<file path="src/rtl/div_sel_ctrl.sv">
// Divide-factor change sequencer placed in front of the odd/even clock divider.
// Every ratio change is applied as gate -> load -> settle, so the divided clock never emits a runt pulse.
module div_sel_ctrl #(
    parameter  int MAX_DIV_FAC = 3,
    parameter  int DEFAULT_SEL = 1,
    parameter  int GATE_CYC    = 2,
    localparam int SEL_W       = $clog2(MAX_DIV_FAC)
) (
    input  logic             clk_in,
    input  logic             rst,
    input  logic             req_valid,
    input  logic [SEL_W-1:0] req_sel,
    output logic             req_ready,
    output logic [SEL_W-1:0] div_sel,
    output logic             div_rst_n,
    output logic [SEL_W-1:0] cur_sel,
    output logic             busy,
    output logic             done,
    output logic             err,
    output logic [1:0]       dbg_state
);

    localparam int SETTLE_CYC = 2 * MAX_DIV_FAC;
    localparam int CNT_MAX    = (GATE_CYC > SETTLE_CYC) ? GATE_CYC : SETTLE_CYC;
    localparam int CNT_W      = $clog2(CNT_MAX + 1);

    // Handshake: a request is taken on the clk_in edge where req_valid && req_ready;
    // req_ready is only ever high in IDLE, and a valid seen while busy is dropped, not queued.
    typedef enum logic [1:0] {
        ST_IDLE   = 2'd0,
        ST_GATE   = 2'd1,
        ST_LOAD   = 2'd2,
        ST_SETTLE = 2'd3
    } state_t;

    state_t             r_state;
    state_t             w_state_nxt;
    logic [CNT_W-1:0]   r_cnt;
    logic [CNT_W-1:0]   w_cnt_nxt;
    logic [SEL_W-1:0]   r_pend_sel;
    logic [SEL_W-1:0]   w_pend_sel_nxt;

    logic [SEL_W-1:0]   r_div_sel;
    logic [SEL_W-1:0]   r_cur_sel;
    logic               r_div_rst_n;
    logic               r_req_ready;
    logic               r_busy;
    logic               r_done;
    logic               r_err;

    logic [SEL_W-1:0]   w_div_sel_nxt;
    logic [SEL_W-1:0]   w_cur_sel_nxt;
    logic               w_div_rst_n_nxt;
    logic               w_req_ready_nxt;
    logic               w_busy_nxt;
    logic               w_done_nxt;
    logic               w_err_nxt;

    logic               w_accept;
    logic               w_req_oor;
    logic               w_req_same;

    assign w_accept   = req_valid & r_req_ready;
    assign w_req_oor  = ({1'b0, req_sel} > (SEL_W + 1)'(MAX_DIV_FAC));
    assign w_req_same = (req_sel == r_cur_sel);

    always_ff @(posedge clk_in or posedge rst) begin
        if (rst) begin
            r_state     <= ST_IDLE;
            r_cnt       <= '0;
            r_pend_sel  <= '0;
            r_div_sel   <= SEL_W'(DEFAULT_SEL);
            r_cur_sel   <= SEL_W'(DEFAULT_SEL);
            r_div_rst_n <= 1'b0;
            r_req_ready <= 1'b0;
            r_busy      <= 1'b0;
            r_done      <= 1'b0;
            r_err       <= 1'b0;
        end else begin
            r_state     <= w_state_nxt;
            r_cnt       <= w_cnt_nxt;
            r_pend_sel  <= w_pend_sel_nxt;
            r_div_sel   <= w_div_sel_nxt;
            r_cur_sel   <= w_cur_sel_nxt;
            r_div_rst_n <= w_div_rst_n_nxt;
            r_req_ready <= w_req_ready_nxt;
            r_busy      <= w_busy_nxt;
            r_done      <= w_done_nxt;
            r_err       <= w_err_nxt;
        end
    end

    // The counter is reloaded on every state entry, so it never needs to wrap.
    always_comb begin
        w_state_nxt    = r_state;
        w_cnt_nxt      = r_cnt;
        w_pend_sel_nxt = r_pend_sel;
        case (r_state)
            ST_IDLE: begin
                if (w_accept && !w_req_oor && !w_req_same) begin
                    w_state_nxt    = ST_GATE;
                    w_cnt_nxt      = CNT_W'(GATE_CYC - 1);
                    w_pend_sel_nxt = req_sel;
                end
            end
            ST_GATE: begin
                if (r_cnt == '0) begin
                    w_state_nxt = ST_LOAD;
                    w_cnt_nxt   = '0;
                end else begin
                    w_cnt_nxt = r_cnt - 1'b1;
                end
            end
            ST_LOAD: begin
                w_state_nxt = ST_SETTLE;
                w_cnt_nxt   = CNT_W'(SETTLE_CYC - 1);
            end
            ST_SETTLE: begin
                if (r_cnt == '0) begin
                    w_state_nxt = ST_IDLE;
                    w_cnt_nxt   = '0;
                end else begin
                    w_cnt_nxt = r_cnt - 1'b1;
                end
            end
            default: begin
                w_state_nxt = ST_IDLE;
                w_cnt_nxt   = '0;
            end
        endcase
    end

    // Outputs are registered, so their next values follow the state being entered.
    always_comb begin
        w_div_sel_nxt   = r_cur_sel;
        w_cur_sel_nxt   = r_cur_sel;
        w_div_rst_n_nxt = 1'b1;
        w_req_ready_nxt = 1'b0;
        w_busy_nxt      = 1'b1;
        case (w_state_nxt)
            ST_IDLE: begin
                w_busy_nxt      = 1'b0;
                w_req_ready_nxt = 1'b1;
            end
            ST_GATE: begin
                w_div_sel_nxt = '0;
            end
            ST_LOAD: begin
                w_div_sel_nxt   = w_pend_sel_nxt;
                w_cur_sel_nxt   = w_pend_sel_nxt;
                w_div_rst_n_nxt = 1'b0;
            end
            ST_SETTLE: begin
                w_div_sel_nxt = w_pend_sel_nxt;
            end
            default: begin
                w_busy_nxt = 1'b0;
            end
        endcase
        w_done_nxt = ((r_state == ST_SETTLE) && (w_state_nxt == ST_IDLE)) ||
                     ((r_state == ST_IDLE) && w_accept && !w_req_oor && w_req_same);
        w_err_nxt  = (r_state == ST_IDLE) && w_accept && w_req_oor;
    end

    assign req_ready = r_req_ready;
    assign div_sel   = r_div_sel;
    assign div_rst_n = r_div_rst_n;
    assign cur_sel   = r_cur_sel;
    assign busy      = r_busy;
    assign done      = r_done;
    assign err       = r_err;
    assign dbg_state = r_state;

endmodule

</file>
<file path="config.mk">
export PLATFORM = sky130hd
export DESIGN_NAME = div_sel_ctrl
export DESIGN_NICKNAME = d
export VERILOG_FILES = /design/src/rtl/div_sel_ctrl.sv
export SDC_FILE = /design/constraint.sdc
export NUM_CORES = 1
export LEC_CHECK = 0
export ABC_AREA = 1
export CORE_MARGIN = 4
export CORE_UTILIZATION = 50
export CTS_CLUSTER_DIAMETER = 150
export DETAILED_ROUTE_END_ITERATION = 10
export PLACE_DENSITY_LB_ADDON = 0.12
export SYNTH_ARGS = -nofsm -noshare
export SYNTH_HDL_FRONTEND = slang
export SYNTH_SLANG_ARGS = --single-unit
</file>
<file path="constraint.sdc">
create_clock -name clk_in -period 2.27 [get_ports clk_in]
set_clock_uncertainty 0.2 [all_clocks]
set_input_delay 0.454 -clock clk_in [delete_from_list [all_inputs] [get_ports clk_in]]
set_output_delay 0.454 -clock clk_in [all_outputs]
set_load 0.05 [all_outputs]
</file>
Yosys cells after proc, flatten, opt, wreduce, memory -nomap -nowiden
Cells that the tools add are included.
{"block": "totals", "reg_bits": 15, "input_bits": 5, "out_inout_bits": 11, "word_cells": 43}
{"block": "classes", "add_sub_neg": 1, "n_eq_ne": 8, "muxes": 13, "bitwise_logic": 1, "n_reduce_logical": 11}
{"cell": "2-bit 2-to-1 mux", "count": 5}
{"cell": "3-bit one-hot mux with 3 select lines", "count": 1}
{"cell": "2-bit == test (second input constant)", "count": 4}
{"cell": "2-bit one-hot mux with 4 select lines", "count": 1}
{"cell": "3-bit 2-to-1 mux", "count": 2}
{"cell": "2-bit by 1-bit == test with 1-bit output (second input constant)", "count": 2}
{"cell": "1-bit logical AND", "count": 4}
{"cell": "2-bit zero test", "count": 2}
{"cell": "2-bit one-hot mux with 2 select lines", "count": 1}
{"cell": "2-bit OR reduction", "count": 2}
{"cell": "3-bit zero test", "count": 1}
{"cell": "1-bit 2-to-1 mux", "count": 3}
{"cell": "3-bit by 1-bit subtractor with 3-bit output (second input constant)", "count": 1}
{"cell": "2-bit == test", "count": 1}
{"cell": "2-bit != test (second input constant)", "count": 1}
{"cell": "1-bit bitwise AND", "count": 1}
{"cell": "1-bit zero test", "count": 1}
{"cell": "1-bit logical OR", "count": 1}

Longest topological paths before layout
Gate-level depths: netlist of the first run.
{"block": "logic_depth", "ltp_word": 8, "ltp_mapped": 8, "ltp_nobuf": 8}

Worst setup path after synthesis of the first run
No wires, ideal clock.
{"block": "synth_path", "path_type": "reg2reg", "startpoint": "register r_state[0], in the netlist dbg_state[0]", "endpoint": "register r_div_sel[1], in the netlist div_sel[1]", "setup_time_ns": 0.120, "t_arrival_ns": 1.304, "required_time_ns": 1.950, "setup_slack_ns": 0.645, "path_stages_with_launch": 6, "path_buffers": 0, "synth_period_minus_slack_ns": 1.625, "cell_sequence": "dfrtp_1 nand4_1 nand2_2 inv_1 nand3_1 nand2_1"}
{"block": "synth_between", "elab_chain_cells": 5, "elab_cells_between_ends": 14, "classes_between": "6 x eq/ne; 6 x mux; 2 x reduce/logical"}
{"item": "start: declaration", "line": "36", "text": "state_t r_state;"}
{"item": "start signal: assignment", "line": "80", "text": "r_state <= w_state_nxt;"}
{"item": "2-bit == test, or another cell as far along", "line": "98", "text": "case (r_state)"}
{"item": "2-bit one-hot mux with 4 select lines (*)", "line": "98"}
{"item": "via w_state_nxt[1]", "line": "37", "text": "state_t w_state_nxt;"}
{"item": "2-bit == test", "line": "140", "text": "case (w_state_nxt)"}
{"item": "2-bit OR reduction (no source line)"}
{"item": "2-bit one-hot mux with 2 select lines (*)", "line": "140"}
{"item": "via w_div_sel_nxt[1]", "line": "51", "text": "logic [SEL_W-1:0] w_div_sel_nxt;"}
{"item": "end signal: assignment", "line": "72", "text": "r_div_sel <= SEL_W'(DEFAULT_SEL);"}
{"item": "end signal: assignment", "line": "83", "text": "r_div_sel <= w_div_sel_nxt;"}
{"item": "end: declaration", "line": "43", "text": "logic [SEL_W-1:0] r_div_sel;"}
The timed path passes the listed nets; every way through them passes the cells marked *.
A chain may end at the register's enable or synchronous reset.

Worst setup path in the final report of the first run
{"block": "layout_path", "startpoint": "register r_state[1], in the netlist dbg_state[1]", "endpoint": "output dbg_state[1]"}
{"item": "end: declaration", "line": "20", "text": "output logic [1:0] dbg_state"}
No word-level cell between the ends.

==> results of run 1 <==
sequential cells by signal, summed over array words and instances, names as in the netlist:
| name | flops |
|---|---|
| r_pend_sel | 2 |
| div_sel | 2 |
| dbg_state | 2 |
| req_ready | 1 |
| div_rst_n | 1 |
| r_cnt | 3 |
| busy | 1 |
| cur_sel | 2 |
| done | 1 |
path summary, 6_finish.rpt:
path	from	endpoint	slack, ps	cells past startpoint
min in group clk_in	cur_sel[0]$_DFFE_PP1N_	div_sel[0]$_DFF_PP1_	320	2
worst min register to register	cur_sel[0]$_DFFE_PP1N_	div_sel[0]$_DFF_PP1_	320	2
worst min-delay path	rst	done$_DFF_PP0_	300	2
max in group asynchronous	rst	cur_sel[0]$_DFFE_PP1N_	1190	2
worst max register to register	cur_sel[0]$_DFFE_PP1N_	cur_sel[1]$_DFFE_PP0N_	740	7
worst max-delay path	dbg_state[1]$_DFF_PP0_	dbg_state[1]	60	1
logic make-up (layout without fill, tap and decap cells):
kind of cell / Yosys count / count (layout) / synth area share
AO/OA/AOI/OAI: 11 / 11 / 0.0904
buffers and inverters: 16 / 33 / 0.0887
flip-flops: 15 / 15 / 0.525
other: 1 / 1 / 0.00521
AND/OR/NAND/NOR: 42 / 42 / 0.290
placed cells by master, fill, tap and decap left out, types with 3 or more instances in the layout:
cell type / synthesis / final
clkdlybuf4s50_1: 0 / 11
inv_2: 3 / 3
clkbuf_4: 0 / 3
dfrtp_1: 13 / 13
inv_1: 12 / 12
o21ai_0: 6 / 6
nand2_2: 3 / 3
buf_4: 1 / 3
nand2_1: 19 / 19
nand3_1: 12 / 12
through the flow:
| stage | hold slack [ps] | cell area (sq um) | worst slack, ps | util |
|---|---|---|---|---|
| after global placement | 303 | 863 | 380 | 0.647 |
| final | 300 | 891 | 58.5 | 0.668 |
| after CTS | 318 | 891 | 51.1 | 0.668 |
| after floorplan | 154 | 719 | 645 | - |
| after global routing | 334 | 891 | 31.4 | 0.668 |
| after detailed placement | 305 | 863 | 358 | 0.647 |
layer usage:
metal  track usage  wire length (um)  vias to the layer above
met5             0                 0                        -
met4         0.102                28                        0
met3        0.0277                75                        4
met2         0.231               585                       15
met1         0.177               638                      251
li1              -                 -                      302
final cells by class:
class                      count  area [sq um]  share of cell area
sequential                    15           378               0.424
multi-input combinational     54           278               0.312
timing repair buffer          14           133               0.149
inverter                      15          56.3              0.0632
clock buffer                   3          22.5              0.0253
tap                           15          18.8              0.0211
clock inverter                 1          5.00             0.00562
==> impl_metrics.csv, run 1 <==
group,metric,value,unit
timing,post-route-min-period,2210,ps
cts,cts.sinks,15,
grt,grt_usage,0.147,
route,num_vias,572,
route,wl,1.33,mm
placement,portBuffers,14,
synth,synthesis.nets,90,
cts,cts_buffers,3,
synth,avgSynthCellArea,8.46,sq um
timing,max_slew_margin,0.635,
synth,synth_edf_count,0,
finish,drive_above_1_share,0.206,
timing,hold_viol_final,0,
cts,insertion_delay,290,ps
route,viasPerCell,4.89,
timing,worst_pin_slew,547,ps
timing,final_max_slew_viol_count,0,
finish,final_cell_count_no_fill,117,
floorplanning,io_pins,16,
cts,clockBufferDepth,2,
setup_path,crit_type,"reg -> out",
placement,place.gp.congestion,0.868,
cts,h-tree-depth,1,
setup_path,slowest_stage,"clkdlybuf4s50_1",
synth,synth_top_area_frac,0.452,
setup_path,worst-path-buf-inv,1,
finish,fill_cells,108,
synth,synth-seq-cells,15,
job,cap_violations,0,
route,drc,0,
floorplanning,dieArea,0.00211,sq mm
timing,rsz0062_at_grt,"false",
route,wl_per_cell,11.3,um
grt,antenna_found_initial,0,
floorplanning,fp.coreArea,0.00133,sq mm
setup_path,startpoint_type,"flip-flop",
outcome,status,"finished, final reports clean",
placement,hpwl,1.03,mm
floorplanning,die_height,45.9,um
route,first_iter_violations,13,
setup_path,cp_top_family,"buffers and inverters",
grt,overflow,0,
synth,netlist_top_cells_area,"dfrtp_1 (45%), nand2_1 (9.9%), nand3_1 (8.3%), dfstp_2 (7.3%), inv_1 (6.3%)",
cts,cts_hold_buf,0,
grt,grt_max_degree,16,
setup_path,worstPathArrival,1560,ps
finish,antennaDiodeCount,0,
synth,ys_warn_count,0,
finish,final_nets,108,
synth,synth-main-ff-cell,"dfrtp_1",
grt,grt_pass1_vias,522,
synth,ys_top_cells_by_count,"nand2_1 (19), dfrtp_1 (13), inv_1 (12), nand3_1 (12), o21ai_0 (6)",
grt,grt_pass1_wl,2.14,mm
floorplanning,core.rowCount,13,
route,dr.pass1.iters,4,
route,ant_nets,0,
cts,cts_tree,"done",
setup_path,cp_max_fo,5,
synth,synthArstFlopShare,1.00,
floorplanning,die_w,45.9,um
hold_path,hold_path_class,"in -> async",
synth,synth_most_common_cell,"nand2_1",
setup_path,max_stage_delay,840,ps
timing,setup_viol,0,
cts,clk_pin_slew,90,ps
placement,place_inst,113,
cts,cts_resized,0,
synth,synth_cell_types,18,
synth,synthesis.area,719,sq um
floorplanning,start_util,0.539,
synth,synthCells,85,
synth,synth_top_area_cell,"dfrtp_1",
timing,fin_crit_sh,0.974,
timing,tns,0,ps
cts,cts_setup_buffers,0,
cts,clock-root-buffer,"clkbuf_4",
setup_path,crit_chain,"clkdlybuf4s50_1",
finish,area_delta_synth_final,23.8,%
setup_path,cp.required,1620,ps
setup_path,end_kind,"primary output",
synth,ys_seq_area_frac,0.525,
timing,max_freq,452,MHz
Power of run 1 is left out: the tool's default activity adds up to more than one toggle a clock period on the data nets, which glitch-free logic cannot reach.
==> inputs of run 2 (changes only) <==
--- a/config.mk
+++ b/config.mk
@@ -11,6 +11,7 @@
 export CTS_CLUSTER_DIAMETER = 150
 export DETAILED_ROUTE_END_ITERATION = 10
 export PLACE_DENSITY_LB_ADDON = 0.12
+export SETUP_SLACK_MARGIN = 0.4
 export SYNTH_ARGS = -nofsm -noshare
 export SYNTH_HDL_FRONTEND = slang
 export SYNTH_SLANG_ARGS = --single-unit
==> impl_metrics.csv, run 2 (same netlist as run 1, synthesis figures left out) <==
group,metric,value,unit
setup_path,crit_type,"reg -> out",
cts,h-tree-depth,1,
hold_path,hold_path_class,"in -> async",
setup_path,worst-path-buf-inv,1,
cts,cts_tree,"done",
finish,antennaDiodeCount,0,
cts,cts.sinks,15,
cts,clock-root-buffer,"clkbuf_4",
placement,place_inst,113,
floorplanning,dieArea,0.00211,sq mm
finish,largest_reg_flops,3,
setup_path,max_stage_delay,530,ps
route,num_vias,571,
timing,max_freq,556,MHz
route,wl_per_cell,11.3,um
timing,tns,0,ps
finish,layout_commonest_cell,"nand2_1",
job,cap_violations,0,
outcome,status,"finished, final reports clean",
finish,mostFrequentLayoutCells,"nand2_1 (19), dfrtp_1 (13), inv_1 (12), nand3_1 (12), o21ai_0 (6)",
setup_path,cp_top_family,"buffers and inverters",
timing,rsz0062_at_grt,"false",
grt,grt_max_degree,16,
floorplanning,die_w,45.9,um
setup_path,rrSetupSlack,740,ps
cts,cts_buffers,3,
setup_path,slowest_stage,"dlygate4sd2_1",
timing,final_max_slew_viol_count,0,
cts,cts_setup_buffers,0,
setup_path,rr_worst_depth,7,
finish,final_cell_count_no_fill,117,
timing,hold_viol_final,0,
floorplanning,io_pins,16,
cts,clk_pin_slew,90,ps
setup_path,crit_chain,"dlygate4sd2_1",
finish,drive_above_1_share,0.235,
timing,post-route-min-period,1800,ps
placement,place.gp.congestion,0.868,
floorplanning,start_util,0.539,
timing,setup_slack,472,ps
setup_path,cp_max_fo,1,
cts,cts_hold_buf,0,
floorplanning,core.rowCount,13,
floorplanning,fp.coreArea,0.00133,sq mm
route,wl,1.32,mm
setup_path,worstPathArrival,1140,ps
finish,area_delta_synth_final,21.0,%
cts,insertion_delay,290,ps
route,wl_met3,74,um
setup_path,end_kind,"primary output",
setup_path,cp.required,1620,ps
route,dr.pass1.iters,4,
placement,pre_cts_slack,358,ps
route,first_iter_violations,13,
timing,worst_pin_slew,548,ps
cts,clockBufferDepth,2,
finish,final_nets,108,
setup_path,worst_r2r_startpoint,"cur_sel[0]$_DFFE_PP1N_",
grt,overflow,0,
setup_path,timing.rr.end,"cur_sel[1]$_DFFE_PP0N_",
placement,portBuffers,14,
timing,setup_viol,0,
timing,max_slew_margin,0.634,
route,ant_nets,0,
grt,grt_pass1_wl,2.14,mm
grt,grt_usage,0.147,
route,wl_met2,581,um
grt,antenna_found_initial,0,
route,viasPerCell,4.88,
placement,hpwl,1.03,mm
setup_path,startpoint_type,"flip-flop",
route,wl_met1,641,um
route,drc,0,
timing,whs,300,ps
floorplanning,die_height,45.9,um
grt,grt_pass1_vias,522,
timing,fin_crit_sh,0.792,
finish,largest-register,"r_cnt",
route,highest_layer,"met4",
-- run 2: cell types whose count changed in the layout (fill, tap and decap cells not counted), sizes merged --
cell	delta
clkbuf	+3
dlygate4sd2	+4
clkdlybuf4s50	-7
-- run 2: how the worst max path moves through the flow --
stage | startpoint | endpoint | slack (ps) | cells after the start
6_report | busy$_DFF_PP0_ | busy | 470 | 1
5_1_grt | busy$_DFF_PP0_ | busy | 440 | 1
4_1_cts | dbg_state[1]$_DFF_PP0_ | dbg_state[1] | 330 | 1
3_5_place_dp | req_sel[0] | r_cnt[2]$_DFFE_PP0P_ | 360 | 8
3_3_place_gp | req_sel[0] | cur_sel[1]$_DFFE_PP0N_ | 380 | 8
2_1_floorplan | dbg_state[0]$_DFF_PP0_ | div_sel[1]$_DFF_PP0_ | 650 | 5
-- run 2: layout make-up --
type / instances / area [sq um]
Fill cell: 115 / 463
Timing Repair Buffer: 14 / 113
Tap cell: 15 / 18.8
Multi-Input combinational cell: 54 / 278
Inverter: 15 / 56.3
Clock buffer: 3 / 22.5
Clock inverter: 1 / 5.00
Sequential cell: 15 / 378
-- run 2: metrics by stage --
step	util	area [sq um]
final	0.653	871
after global routing	0.653	871
after CTS	0.662	883
after detailed placement	0.647	863
after global placement	0.647	863
after floorplan	-	719
-- run 2: per-layer routing --
layer,GRT usage,vias up
met5,0,-
met4,0.102,0
met3,0.0277,4
met2,0.231,15
met1,0.177,250
li1,-,302
-- run 2: what timing repair did --
item / CTS / global route
pin swaps: 0 / 0
gates resized for setup: 8 / 5
setup endpoints to repair: 7 / 3
-- run 2: worst register-to-register path, delay by kind of cell, from the launching register on --
family | cells | cell delay (ps)
AND/OR/NAND/NOR | 5 | 510
flip-flops | 1 | 560
AO/OA/AOI/OAI | 1 | 80
buffers and inverters | 1 | 60
Power of run 2 is left out for the same reason.
